<file path="src/rtl/uart_pkg.sv">
// Shared UART definitions for the RX deserializer and TX serializer.
package uart_pkg;

  typedef enum logic [2:0] {
    IDLE,
    START,
    DATA,
    PARITY,
    STOP,
    BREAK
  } uart_state_e;

  localparam int DATA_BITS        = 8;
  localparam int CLKS_PER_BIT_DEF = 27;  // 3.125 MHz / 115200 baud

endpackage

</file>
<file path="src/rtl/uart_rx_deser_if.sv">
// RX FIFO write port and receive status of the UART deserializer.
// UART_RX_PARITY_EN adds the parity_err pulse.
interface uart_rx_deser_if;
  import uart_pkg::*;

  logic                 fr_full;
  logic                 fr_wr_en;
  logic [DATA_BITS-1:0] fr_data;
  logic                 frame_err;
  logic                 overrun;
  logic                 rx_busy;
`ifdef UART_RX_PARITY_EN
  logic                 parity_err;

  modport master (input fr_full,
                  output fr_wr_en, fr_data, frame_err, overrun, rx_busy, parity_err);
  modport slave  (output fr_full,
                  input fr_wr_en, fr_data, frame_err, overrun, rx_busy, parity_err);
`else
  modport master (input fr_full,
                  output fr_wr_en, fr_data, frame_err, overrun, rx_busy);
  modport slave  (output fr_full,
                  input fr_wr_en, fr_data, frame_err, overrun, rx_busy);
`endif

endinterface

</file>
<file path="src/rtl/uart_sync2.sv">
// Two-flop synchronizer for an asynchronous input, with selectable reset value.
module uart_sync2 #(
  parameter logic RST_VAL = 1'b1
) (
  input  logic clk,
  input  logic reset,
  input  logic d,
  output logic q
);

  logic meta;

  always_ff @(posedge clk) begin
    if (reset) begin
      meta <= RST_VAL;
      q    <= RST_VAL;
    end else begin
      meta <= d;
      q    <= meta;
    end
  end

endmodule

</file>
<file path="src/rtl/uart_rx_deser.sv">
// UART receive deserializer: oversampled 8N1 frame recovery feeding the RX FIFO.
// Define UART_RX_PARITY_EN to expect an even-parity bit after bit 7.
//
// state  | meaning
// IDLE   | line idle, waiting for a falling edge
// START  | timing to mid start bit, rejecting glitches
// DATA   | sampling 8 data bits LSB first
// PARITY | sampling the even-parity bit (parity build only)
// STOP   | sampling stop bit, deciding write / overrun / framing error
// BREAK  | stop bit was low, waiting for the line to return high
module uart_rx_deser
  import uart_pkg::*;
#(
  parameter int CLKS_PER_BIT = CLKS_PER_BIT_DEF,
  parameter int HALF_BIT     = CLKS_PER_BIT / 2
) (
  input  logic             clk_3125_rx,
  input  logic             reset,
  input  logic             rx,
  uart_rx_deser_if.master  fr
);

  localparam int CW = $clog2(CLKS_PER_BIT);
  localparam logic [CW-1:0] CNT_LAST = CW'(CLKS_PER_BIT - 1);
  localparam logic [CW-1:0] CNT_HALF = CW'(HALF_BIT - 1);

  uart_state_e          state, state_n;
  logic [CW-1:0]        cnt, cnt_n;
  logic [2:0]           idx, idx_n;
  logic [DATA_BITS-1:0] shift, shift_n;
  logic [DATA_BITS-1:0] data, data_n;
  logic                 wr, wr_n;
  logic                 ferr, ferr_n;
  logic                 ovr, ovr_n;
  logic                 rx_s;
`ifdef UART_RX_PARITY_EN
  logic                 par_bad, par_bad_n;
  logic                 perr, perr_n;
`endif

  uart_sync2 #(.RST_VAL(1'b1)) u_sync (
    .clk   (clk_3125_rx),
    .reset (reset),
    .d     (rx),
    .q     (rx_s)
  );

  always_ff @(posedge clk_3125_rx) begin
    if (reset) begin
      state <= IDLE;
      cnt   <= '0;
      idx   <= '0;
      shift <= '0;
      data  <= '0;
      wr    <= 1'b0;
      ferr  <= 1'b0;
      ovr   <= 1'b0;
`ifdef UART_RX_PARITY_EN
      par_bad <= 1'b0;
      perr    <= 1'b0;
`endif
    end else begin
      state <= state_n;
      cnt   <= cnt_n;
      idx   <= idx_n;
      shift <= shift_n;
      data  <= data_n;
      wr    <= wr_n;
      ferr  <= ferr_n;
      ovr   <= ovr_n;
`ifdef UART_RX_PARITY_EN
      par_bad <= par_bad_n;
      perr    <= perr_n;
`endif
    end
  end

  always_comb begin
    state_n = state;
    cnt_n   = cnt;
    idx_n   = idx;
    shift_n = shift;
    data_n  = data;
    wr_n    = 1'b0;
    ferr_n  = 1'b0;
    ovr_n   = 1'b0;
`ifdef UART_RX_PARITY_EN
    par_bad_n = par_bad;
    perr_n    = 1'b0;
`endif
    case (state)
      IDLE: begin
        cnt_n = '0;
        // The detection cycle is already the first clock of the start bit.
        if (!rx_s) begin
          state_n = START;
          cnt_n   = CW'(1);
        end
      end
      START: begin
        if (cnt == CNT_HALF) begin
          cnt_n   = '0;
          idx_n   = '0;
          state_n = rx_s ? IDLE : DATA;
        end else begin
          cnt_n = cnt + CW'(1);
        end
      end
      DATA: begin
        if (cnt == CNT_LAST) begin
          cnt_n        = '0;
          shift_n[idx] = rx_s;
          if (idx == 3'd7) begin
            idx_n = '0;
`ifdef UART_RX_PARITY_EN
            state_n = PARITY;
`else
            state_n = STOP;
`endif
          end else begin
            idx_n = idx + 3'd1;
          end
        end else begin
          cnt_n = cnt + CW'(1);
        end
      end
`ifdef UART_RX_PARITY_EN
      PARITY: begin
        if (cnt == CNT_LAST) begin
          cnt_n     = '0;
          par_bad_n = rx_s ^ (^shift);
          state_n   = STOP;
        end else begin
          cnt_n = cnt + CW'(1);
        end
      end
`endif
      STOP: begin
        if (cnt == CNT_LAST) begin
          cnt_n = '0;
`ifdef UART_RX_PARITY_EN
          perr_n = par_bad;
`endif
          if (!rx_s) begin
            ferr_n  = 1'b1;
            state_n = BREAK;
          end else begin
            state_n = IDLE;
`ifdef UART_RX_PARITY_EN
            if (!par_bad) begin
`else
            begin
`endif
              if (fr.fr_full) begin
                ovr_n = 1'b1;
              end else begin
                wr_n   = 1'b1;
                data_n = shift;
              end
            end
          end
        end else begin
          cnt_n = cnt + CW'(1);
        end
      end
      BREAK: begin
        cnt_n = '0;
        if (rx_s) state_n = IDLE;
      end
      default: begin
        state_n = IDLE;
        cnt_n   = '0;
        idx_n   = '0;
      end
    endcase
  end

  assign fr.fr_wr_en  = wr;
  assign fr.fr_data   = data;
  assign fr.frame_err = ferr;
  assign fr.overrun   = ovr;
  assign fr.rx_busy   = (state != IDLE);
`ifdef UART_RX_PARITY_EN
  assign fr.parity_err = perr;
`endif

endmodule

</file>
<file path="src/flat_wrapper.sv">
// flat-port wrapper written by rule: the top's interface ports become plain ports
module uart_rx_deser_flat import uart_pkg::*;
#(
  parameter int CLKS_PER_BIT = CLKS_PER_BIT_DEF,
  parameter int HALF_BIT     = CLKS_PER_BIT / 2
)
  (clk_3125_rx, reset, rx, fr_fr_full, fr_fr_wr_en, fr_fr_data, fr_frame_err, fr_overrun, fr_rx_busy);
  uart_rx_deser_if fr_i ();
  input  logic clk_3125_rx;
  input  logic reset;
  input  logic rx;
  input wire logic [$bits(fr_i.fr_full)-1:0] fr_fr_full;
  output wire logic [$bits(fr_i.fr_wr_en)-1:0] fr_fr_wr_en;
  output wire logic [$bits(fr_i.fr_data)-1:0] fr_fr_data;
  output wire logic [$bits(fr_i.frame_err)-1:0] fr_frame_err;
  output wire logic [$bits(fr_i.overrun)-1:0] fr_overrun;
  output wire logic [$bits(fr_i.rx_busy)-1:0] fr_rx_busy;
  assign fr_i.fr_full = fr_fr_full;
  assign fr_fr_wr_en = fr_i.fr_wr_en;
  assign fr_fr_data = fr_i.fr_data;
  assign fr_frame_err = fr_i.frame_err;
  assign fr_overrun = fr_i.overrun;
  assign fr_rx_busy = fr_i.rx_busy;
  uart_rx_deser #(.CLKS_PER_BIT(CLKS_PER_BIT), .HALF_BIT(HALF_BIT)) u_core (.clk_3125_rx(clk_3125_rx), .reset(reset), .rx(rx), .fr(fr_i));
endmodule
</file>
<file path="config.mk">
export PLATFORM = sky130hd
export DESIGN_NAME = uart_rx_deser_flat
export DESIGN_NICKNAME = d
export VERILOG_FILES = /design/src/rtl/uart_pkg.sv /design/src/rtl/uart_rx_deser_if.sv /design/src/rtl/uart_sync2.sv /design/src/rtl/uart_rx_deser.sv /design/src/flat_wrapper.sv
export SDC_FILE = /design/constraint.sdc
export NUM_CORES = 1
export LEC_CHECK = 0
export CAP_MARGIN = 5
export CORE_MARGIN = 3
export CORE_UTILIZATION = 55
export DETAILED_ROUTE_END_ITERATION = 7
export GPL_ROUTABILITY_DRIVEN = 0
export PLACE_DENSITY = 0.89
export SLEW_MARGIN = 20
export SYNTH_ARGS = -nofsm -noshare
export SYNTH_HDL_FRONTEND = slang
export SYNTH_HIERARCHICAL = 1
export SYNTH_SLANG_ARGS = --single-unit
</file>
<file path="constraint.sdc">
create_clock -name clk_3125_rx -period 2.1 [get_ports clk_3125_rx]
set_input_delay 0.42 -clock clk_3125_rx [delete_from_list [all_inputs] [get_ports clk_3125_rx]]
set_output_delay 0.42 -clock clk_3125_rx [all_outputs]
set_load 0.03 [all_outputs]
</file>
== Word level (Yosys, flattened, before mapping) ==
Index checks and enable logic that the tools add are counted.

* Bits in writable memories: 0
* Bits in latches: 0
* Input bits: 4
* Register bits: 32
* Bits in read-only memories: 0
* Memories: 0

* Div/mod/pow operators: 0
* Reductions and logical operators: 11
* Magnitude comparators: 2
* Equality and inequality tests: 13
* Bitwise logic cells: 5
* Shift-type cells: 0
* Add/subtract/negate cells: 2
* Muxes and demuxes: 23
* Multiply operators: 0

{| class="wikitable"
|+ Operator list
! operator !! number
|-
| $mux W3 || 10
|-
| $pmux W3 S5 || 1
|-
| $pmux W5 S3 || 1
|-
| $mux W5 || 2
|-
| $eq A3 B3 Y1 const B || 3
|-
| $pmux W3 S3 || 1
|-
| $bwmux W8 || 1
|-
| $ne A2 B1 Y1 const B || 4
|-
| $reduce_and A6 Y1 || 1
|-
| $reduce_or A3 Y1 || 2
|-
| $add A5 B1 Y5 const B || 1
|-
| $eq A5 B4 Y1 const B || 1
|-
| $eq A5 B5 Y1 const B || 1
|-
| $mux W1 || 5
|-
| $not A1 Y1 || 5
|-
| $lt A3 B4 Y1 const B || 1
|-
| $ne A2 B2 Y1 const B || 2
|-
| $reduce_and A4 Y1 || 1
|-
| $reduce_or A4 Y1 || 1
|-
| $add A3 B1 Y3 const B || 1
|-
| $demux W1 S3 || 1
|-
| $eq A3 B1 Y1 const B || 1
|-
| $eq A3 B2 Y1 const B || 1
|-
| $ge A3 B1 Y1 const B || 1
|-
| 7 further kinds || 7
|}

== Logic depth before layout (Yosys ltp) ==
Gate-level depths: netlist of the first run.

* Depth after elaboration: 5
* Mapped depth: 7
* Gate-level depth less buffers: 6

== Hierarchy ==
Netlist of the first run, hierarchy kept.

{| class="wikitable"
|+ Modules (own cells, without submodules)
! module !! area an instance (µm²) !! cells an instance !! times used !! seq. area each (µm²)
|-
| uart_rx_deser || 1506.4 || 162 || 1 || 600.6
|-
| uart_sync2 || 52.6 || 4 || 1 || 40.0
|}

== Worst setup path after synthesis of the first run ==
Ideal clock, no wire load.

* Path kind: reg-to-reg
* Start: register u_core.cnt[0]
* End: register u_core.data[7] (netlist: u_core/fr.fr_data[7])
* Setup time: 0.117 ns
* Clock period less this slack: 1.650 ns
* Stages on the path, launching flop included: 7
* Data arrival time: 1.533 ns
* Path slack: 0.450 ns
* Path through: dfxtp_1 > inv_1 > ha_1 > nand4b_4 > nor4_4 > mux2i_1 > nor2_1

* Word-level cells in the longest chain between the ends: 2

{| class="wikitable"
|+ RTL lines
! item !! line !! source
|-
| start, declared || uart_rx_deser.sv:28 || <nowiki>logic [CW-1:0] cnt, cnt_n;</nowiki>
|-
| start signal, assigned || uart_rx_deser.sv:64 || <nowiki>cnt <= cnt_n;</nowiki>
|-
| $eq A5 B5 Y1 || uart_rx_deser.sv:139 || <nowiki>if (cnt == CNT_LAST) begin</nowiki>
|-
| $reduce_and A4 Y1 (no line) || - ||
|-
| end signal, assigned || uart_rx_deser.sv:67 || <nowiki>data <= data_n;</nowiki>
|-
| end, declared || uart_rx_deser.sv:31 || <nowiki>logic [DATA_BITS-1:0] data, data_n;</nowiki>
|}

No other way between the ends.
A chain may end at the register's enable or synchronous reset.

== Final worst setup path of the first run ==
* Start: register u_core.cnt[0]
* End: register u_core.idx[2]

* Word-level cells in the longest chain between the ends: 3
* Elaborated cells on any way between the ends: 5
* Classes of those cells: eq/ne (4); reduce/logical (1)

{| class="wikitable"
|+ RTL lines
! item !! line !! source
|-
| $eq A5 B5 Y1 / $eq A5 B4 Y1 (equally long branches) || uart_rx_deser.sv:110, uart_rx_deser.sv:101 ||
|-
| $ne A2 B1 Y1 (no line) || - ||
|-
| $reduce_and A3 Y1 (no line) (*) || - ||
|-
| end signal, assigned || uart_rx_deser.sv:65 || <nowiki>idx <= idx_n;</nowiki>
|-
| end, declared || uart_rx_deser.sv:29 || <nowiki>logic [2:0] idx, idx_n;</nowiki>
|}

Mark *: on every way between the ends. The rest lies on a longest branch, timed or not.

==> impl_metrics.csv, run 1 <==
group,metric,value,unit
global_routing,grt_first_pass_wirelength,5100,um
critical_path,cp_data_required_time,2.33,ns
timing,slew_at_the_pin_closest_to_its_max_slew_limit,0.527,ns
clocking,max-clock-path-buffers,2,
hold_path,hold_path.class,"reg2reg",
final_layout,num_antenna_cells,0,
floorplan,die_width,59.2,um
power,max-vdd-ir-drop,0.000785,V
global_routing,global_route.usage.total,19.6,%
final_layout,area_growth_syn_to_layout,16.1,%
synthesis,syn-instance-count,166,
clocking,tritoncts,"done",
power,switching_fraction,24.4,%
routing,wl_per_cell,14.1,um
routing,drt-initial-drc-count,22,
clocking,post_cts.resized_instances,0,
critical_path,critical_path.cell_chain,"inv_1, ha_1, and4b_2, a221oi_2, nand3b_1, a21oi_1",
routing,route.detailed.vias_per_inst,5.82,
timing,slew_headroom,64.7,%
synthesis,synth_seq_cells,32,
clocking,post-cts-setup-buffers,0,
synthesis,yosys.cell_types.count,42,
critical_path,reg_to_reg_setup_timing_slack,0.22,ns
timing,grt_setup_unrepaired,"false",
synthesis,netlist.area_leader.share,41.1,%
final_layout,nFillCells,190,
critical_path,worstSetupStartpointType,"flip-flop",
synthesis,seq_area_frac_synth,41.1,%
critical_path,setup.worst_path.start,"u_core/cnt[0]$_SDFF_PP0_",
hold_path,whs_endpoint,"u_core/u_sync/q$_SDFF_PP1_",
synthesis,synth-edff-count,0,
power,p_sw,299,uW
critical_path,critPathMaxFanout,13,
power,clkPwrFrac,37.2,%
clocking,cts_num_sinks,32,
synthesis,synthFlopType,"sky130_fd_sc_hd__dfxtp_1",
floorplan,floorplan.initialDensity,60.2,%
floorplan,placeableCoreArea,2590,um2
critical_path,worst-endpoint-arrival,2.10,ns
final_layout,area.sequential,641,um2
hold_path,timing.hold.worst_path_depth,1,
power,p_seq_share,51.2,%
floorplan,die_area,3510,um2
clocking,path_clk_slew,0.10,ns
final_layout,design.final.nets,191,
routing,drc_errors,0,
critical_path,worst-setup-path-type,"reg2reg",
placed_design,dp.cells,205,
floorplan,pin_count,16,
timing,setup_total_negative_slack,0,ns
critical_path,kind_of_capture_point_of_the_worst_setup_path,"flip-flop",
timing,worst_hold_slack,0.417,ns
routing,drt_pass1_iterations,5,
timing,timing_max_transition_violations_final,0,
global_routing,grt_start_max_net_pins,27,
clocking,post_cts_hold_buffer_count,0,
hold_path,startpoint_of_the_most_critical_hold_path,"u_core/u_sync/meta$_SDFF_PP1_",
final_layout,instances_no_fill,213,
floorplan,die_y,59.2,um
critical_path,r2r-start,"u_core/cnt[0]$_SDFF_PP0_",
floorplan,row_count,18,
synthesis,synthArstFlopShare,0,%
final_layout,multi_input_comb_area,847,um2
global_routing,via_count_of_the_first_global_routing_pass,1170,
timing,fmaxAchievable,533,MHz
synthesis,net_count_synth,175,
global_routing,grt-ovfl-total,0,
critical_path,cpMaxStageDelayCell,"sky130_fd_sc_hd__a221oi_2",
synthesis,synth_area_per_cell,9.39,um2
clocking,cts-htree-levels,2,
power,power-per-cell-area,677,nW/um2
routing,routed-via-count,1239,
timing,period_minus_slack,1.88,ns
clocking,ctsRootBufferMaster,"sky130_fd_sc_hd__clkbuf_4",
critical_path,reg2reg_depth,6,
routing,route.antenna.remaining_nets,0,
power,cell_internal_pwr,926,uW
final_layout,post_route_cells_drive_above_1_share,12.0,%
job,max-cap-violations,0,
power,power.static_leakage,0.736,nW
global_routing,grt_antenna_before_repair,0,
synthesis,ys_warn_count,6,
timing,setup_viol_count_final,0,
routing,postRouteWirelength,3010,um
placed_design,port_buffers,15,
status,outcome,"finished, final reports clean",
synthesis,synth_area_leaders,"sky130_fd_sc_hd__dfxtp_1 41%, sky130_fd_sc_hd__mux2i_1 10%, sky130_fd_sc_hd__nor2_1 7.5%",
critical_path,critical-path-max-stage-delay,0.45,ns
synthesis,area_of_the_mapped_netlist,1560,um2
synthesis,synth.largest_area_cell,"sky130_fd_sc_hd__dfxtp_1",
power,comb_power_share,11.6,%
clocking,cts_buffers,5,
clocking,clock_latency,0.34,ns
timing,total_count_of_hold_check_failures_in_the_final_report,0,
critical_path,reg2reg_to,"u_core/idx[2]$_SDFFE_PP0P_",
timing,fin_crit_sh,89.3,%
placed_design,placed_wire_length_estimate,2080,um
timing,fin_skew,0.00849,ns
[registers in the layout (all words and copies together), names as in the netlist]
register             count
u_core/fr.fr_data        8
u_core/shift             8
u_core/cnt               5
u_core/idx               3
u_core/state             3
u_core/fr.fr_wr_en       1
u_core/fr.frame_err      1
u_core/fr.overrun        1
u_core/u_sync/meta       1
u_core/u_sync/q          1
[final cells by class]
cell class | instances | area share, %
timing repair buffer | 21 | 10.9
clock buffer | 6 | 2.28
inverter | 3 | 0.622
sequential | 32 | 35.4
multi-input combinational | 119 | 46.8
tap | 30 | 2.07
clock inverter | 2 | 1.94
[critical path, delay by kind of cell, from the launching register on]
family,cells,cell delay (ns)
compound gates,2,0.51
simple gates,2,0.53
buf+inv,1,0.09
fa+ha+maj,1,0.24
flops,1,0.39
[cell usage after synthesis (3+ instances only)]
cell	n
sky130_fd_sc_hd__ha_1	5
sky130_fd_sc_hd__a21oi_1	8
sky130_fd_sc_hd__clkbuf_1	3
sky130_fd_sc_hd__mux2i_1	16
sky130_fd_sc_hd__buf_2	5
sky130_fd_sc_hd__nand3b_1	3
sky130_fd_sc_hd__nor4b_1	3
sky130_fd_sc_hd__nand4b_1	5
sky130_fd_sc_hd__nor2b_1	6
sky130_fd_sc_hd__nand3_1	3
sky130_fd_sc_hd__nor2_1	31
sky130_fd_sc_hd__nand2_1	4
sky130_fd_sc_hd__inv_1	3
sky130_fd_sc_hd__dfxtp_1	32
sky130_fd_sc_hd__nand4_1	4
[stage by stage]
step                      utilization, %  cell area, um2  setup WS (ns)  power, mW
after floorplan                        -            1560          0.450      0.747
after global placement              66.9            1730          0.213      0.777
after detailed placement            66.9            1730          0.161      0.783
after CTS                           69.8            1810         0.0286       1.24
after global routing                69.9            1810         0.0867       1.28
final                               69.9            1810          0.224       1.22
[logic make-up after synthesis]
| kind of cell | share of synthesized area, % |
|---|---|
| buf+inv | 4.57 |
| mux | 10.3 |
| fa+ha+maj | 4.01 |
| compound gates | 7.30 |
| xor+xnor | 1.69 |
| simple gates | 31.1 |
| flops | 41.1 |
[routing by layer]
metal | GRT usage [%] | share of wire (%)
met5 | 0 | 0
met2 | 30.4 | 49
met3 | 7.41 | 5.1
met4 | 9.39 | 2.5
met1 | 23.6 | 43
[power groups by stage]
| stage | Sequential (mW) | Combinational [mW] | Clock, mW |
|---|---|---|---|
| floorplan | 0.638 | 0.109 | 0 |
| global placement | 0.641 | 0.137 | 0 |
| detailed placement | 0.641 | 0.142 | 0 |
| CTS | 0.627 | 0.143 | 0.468 |
| global route | 0.629 | 0.160 | 0.495 |
| finish | 0.627 | 0.143 | 0.455 |
[how the worst max path moves through the flow]
stage	end	slack [ns]
floorplan	u_core/fr.fr_data[7]$_SDFFE_PP0P_	0.45
CTS	fr_rx_busy	0.03
detailed placement	u_core/cnt[3]$_SDFF_PP0_	0.16
global placement	u_core/cnt[3]$_SDFF_PP0_	0.21
finish	u_core/idx[2]$_SDFFE_PP0P_	0.22
global route	u_core/idx[0]$_SDFFE_PP0P_	0.09
[placed cells by master, fill, tap and decap left out, types with 5 or more instances in the layout]
cell,count
sky130_fd_sc_hd__dfxtp_1,32
sky130_fd_sc_hd__nor2_1,31
sky130_fd_sc_hd__clkdlybuf4s50_1,14
sky130_fd_sc_hd__a21oi_1,8
sky130_fd_sc_hd__nor2b_1,6
sky130_fd_sc_hd__nand4b_1,5
sky130_fd_sc_hd__buf_4,6
sky130_fd_sc_hd__ha_1,5
sky130_fd_sc_hd__mux2i_1,16
sky130_fd_sc_hd__clkbuf_4,5
Power figures use the tool's default switching activity.
==> inputs of run 2 (changes only) <==
- CORE_ASPECT_RATIO: not set -> 0.9
==> run 2 against run 1 <==
Compared with the run above: sequential power about the same; hold slack better by 0.0075 ns; setup slack worse by 0.13 ns; combinational power about the same; clock-buffer cell count up 1; critical path depth down 4; critical path type is now reg2out; highest routed layer unchanged.
==> impl_metrics.csv, run 2 (synthesized netlist as in run 1, its figures left out) <==
group,metric,value,unit
placed_design,port_buffers,15,
hold_path,timing.hold.worst_path_depth,1,
clocking,post_cts_hold_buffer_count,0,
power,p_seq_share,48.7,%
global_routing,global_route.usage.total,19.7,%
routing,drt-initial-drc-count,64,
clocking,path_clk_slew,0.09,ns
global_routing,gr-usage-met1,24.3,%
global_routing,grt_first_pass_wirelength,5500,um
routing,drt_pass1_iterations,4,
status,outcome,"finished, final reports clean",
critical_path,worstSetupStartpointType,"flip-flop",
clocking,max-clock-path-buffers,2,
floorplan,pin_count,16,
routing,drc_errors,0,
placed_design,dp.cells,213,
routing,postRouteWirelength,3090,um
critical_path,cpMaxStageDelayCell,"sky130_fd_sc_hd__clkdlybuf4s50_1",
global_routing,grt_antenna_before_repair,0,
clocking,cts-htree-levels,2,
power,power-per-cell-area,702,nW/um2
power,max-vdd-ir-drop,0.000458,V
floorplan,die_width,62.1,um
critical_path,kind_of_capture_point_of_the_worst_setup_path,"output port",
final_layout,area_growth_syn_to_layout,17.8,%
global_routing,top_usage_layer,"met2",
timing,grt_setup_unrepaired,"false",
power,clkPwrFrac,40.2,%
job,max-cap-violations,0,
global_routing,grt-ovfl-total,0,
routing,route.antenna.remaining_nets,0,
critical_path,critical_path.cell_chain,"or3_1, clkdlybuf4s50_1",
timing,total_count_of_hold_check_failures_in_the_final_report,0,
critical_path,worst-endpoint-arrival,1.59,ns
hold_path,whs_endpoint,"u_core/u_sync/q$_SDFF_PP1_",
power,cell_internal_pwr,994,uW
critical_path,reg_to_reg_setup_timing_slack,0.21,ns
critical_path,reg2reg_to,"u_core/idx[1]$_SDFFE_PP0P_",
floorplan,die_y,56.5,um
clocking,cts_num_sinks,32,
timing,fin_crit_sh,95.7,%
floorplan,row_count,17,
critical_path,critical-path-max-stage-delay,0.59,ns
critical_path,reg2reg_depth,6,
critical_path,worst-setup-path-type,"reg2out",
placed_design,placed_wire_length_estimate,2160,um
global_routing,via_count_of_the_first_global_routing_pass,1244,
timing,timing_max_transition_violations_final,0,
clocking,cts_buffers,5,
critical_path,r2r-start,"u_core/cnt[0]$_SDFF_PP0_",
hold_path,startpoint_of_the_most_critical_hold_path,"u_core/u_sync/meta$_SDFF_PP1_",
power,p_sw,296,uW
global_routing,grt_start_max_net_pins,27,
final_layout,design.final.nets,191,
clocking,post_cts.resized_instances,0,
floorplan,placeableCoreArea,2570,um2
final_layout,post_route_cells_drive_above_1_share,12.6,%
timing,fin_skew,0.0124,ns
power,power.static_leakage,0.732,nW
final_layout,final_common_cell,"sky130_fd_sc_hd__dfxtp_1",
floorplan,die_area,3510,um2
clocking,clock_latency,0.33,ns
power,comb_power_share,11.2,%
timing,fmaxAchievable,498,MHz
final_layout,num_antenna_cells,0,
timing,setup_total_negative_slack,0,ns
hold_path,hold_path.class,"reg2reg",
critical_path,critPathMaxFanout,2,
timing,slew_headroom,63.3,%
timing,setup_viol_count_final,0,
routing,wl_per_cell,14.0,um
floorplan,floorplan.initialDensity,60.6,%
clocking,tritoncts,"done",
final_layout,layout.cells.most_common_list,"32 x sky130_fd_sc_hd__dfxtp_1, 31 x sky130_fd_sc_hd__nor2_1, 16 x sky130_fd_sc_hd__mux2i_1",
clocking,post-cts-setup-buffers,0,
power,switching_fraction,22.9,%
routing,route.detailed.vias_per_inst,5.78,
global_routing,met3_global_route_usage,5.60,%
timing,slew_at_the_pin_closest_to_its_max_slew_limit,0.548,ns
final_layout,instances_no_fill,221,
clocking,ctsRootBufferMaster,"sky130_fd_sc_hd__clkbuf_4",
timing,period_minus_slack,2.01,ns
global_routing,groute.layer.met2.usage,31.3,%
critical_path,cp_data_required_time,1.68,ns
routing,routed-via-count,1278,
-- run 2: changes by cell type in the layout (fill, tap and decap cells not counted), sizes merged --
| cell | previous run | this run |
|---|---|---|
| clkdlybuf4s50 | 14 | 15 |
| dlymetal6s2s | 1 | 0 |
| clkinv | 1 | 0 |
| clkbuf | 6 | 7 |
-- run 2: worst max-delay path by stage --
| stage | start | endpoint | cells past startpoint |
|---|---|---|---|
| 2_1_floorplan | u_core/cnt[0]$_SDFF_PP0_ | u_core/fr.fr_data[7]$_SDFFE_PP0P_ | 6 |
| 3_3_place_gp | reset | u_core/cnt[2]$_SDFF_PP0_ | 5 |
| 3_5_place_dp | reset | u_core/cnt[2]$_SDFF_PP0_ | 5 |
| 4_1_cts | u_core/state[1]$_SDFFE_PP0P_ | fr_rx_busy | 2 |
| 5_1_grt | u_core/state[1]$_SDFFE_PP0P_ | fr_rx_busy | 2 |
| 6_report | u_core/state[1]$_SDFFE_PP0P_ | fr_rx_busy | 2 |
-- run 2: final cells by class --
cell class                 count  area (um2)
fill                         211         737
clock inverter                 1        30.0
multi-input combinational    119         847
tap                           38        47.5
inverter                       3        11.3
sequential                    32         641
clock buffer                   7        65.1
timing repair buffer          21         195
-- run 2: critical path, delay by kind of cell (launching register included) --
| family | cells | cell delay (ns) |
|---|---|---|
| buffers and inverters | 1 | 0.59 |
| and+or+nand+nor | 1 | 0.35 |
| DFF | 1 | 0.32 |
-- run 2: per-layer routing --
layer	vias to the layer above	share of wire [%]
li1	624	-
met4	0	1.5
met1	620	46
met5	-	0
met3	5	4.3
met2	29	48
-- run 2: metrics by stage --
step	hold WS [ns]	power, mW	setup slack, ns	instance area [um2]	util, %
3_5_place_dp	0.401	0.784	0.0933	1740	67.7
2_1_floorplan	0.385	0.747	0.450	1560	-
5_1_grt	0.441	1.36	0.0450	1840	71.4
4_1_cts	0.423	1.30	0.0739	1840	71.4
3_3_place_gp	0.394	0.777	0.211	1740	67.7
6_report	0.425	1.29	0.0911	1840	71.4
-- run 2: power groups by stage --
| stage | Clock [mW] | Sequential (mW) | Combinational, mW |
|---|---|---|---|
| global placement | 0 | 0.641 | 0.136 |
| global route | 0.568 | 0.630 | 0.159 |
| finish | 0.518 | 0.628 | 0.144 |
| CTS | 0.529 | 0.627 | 0.143 |
| detailed placement | 0 | 0.641 | 0.143 |
| floorplan | 0 | 0.638 | 0.109 |
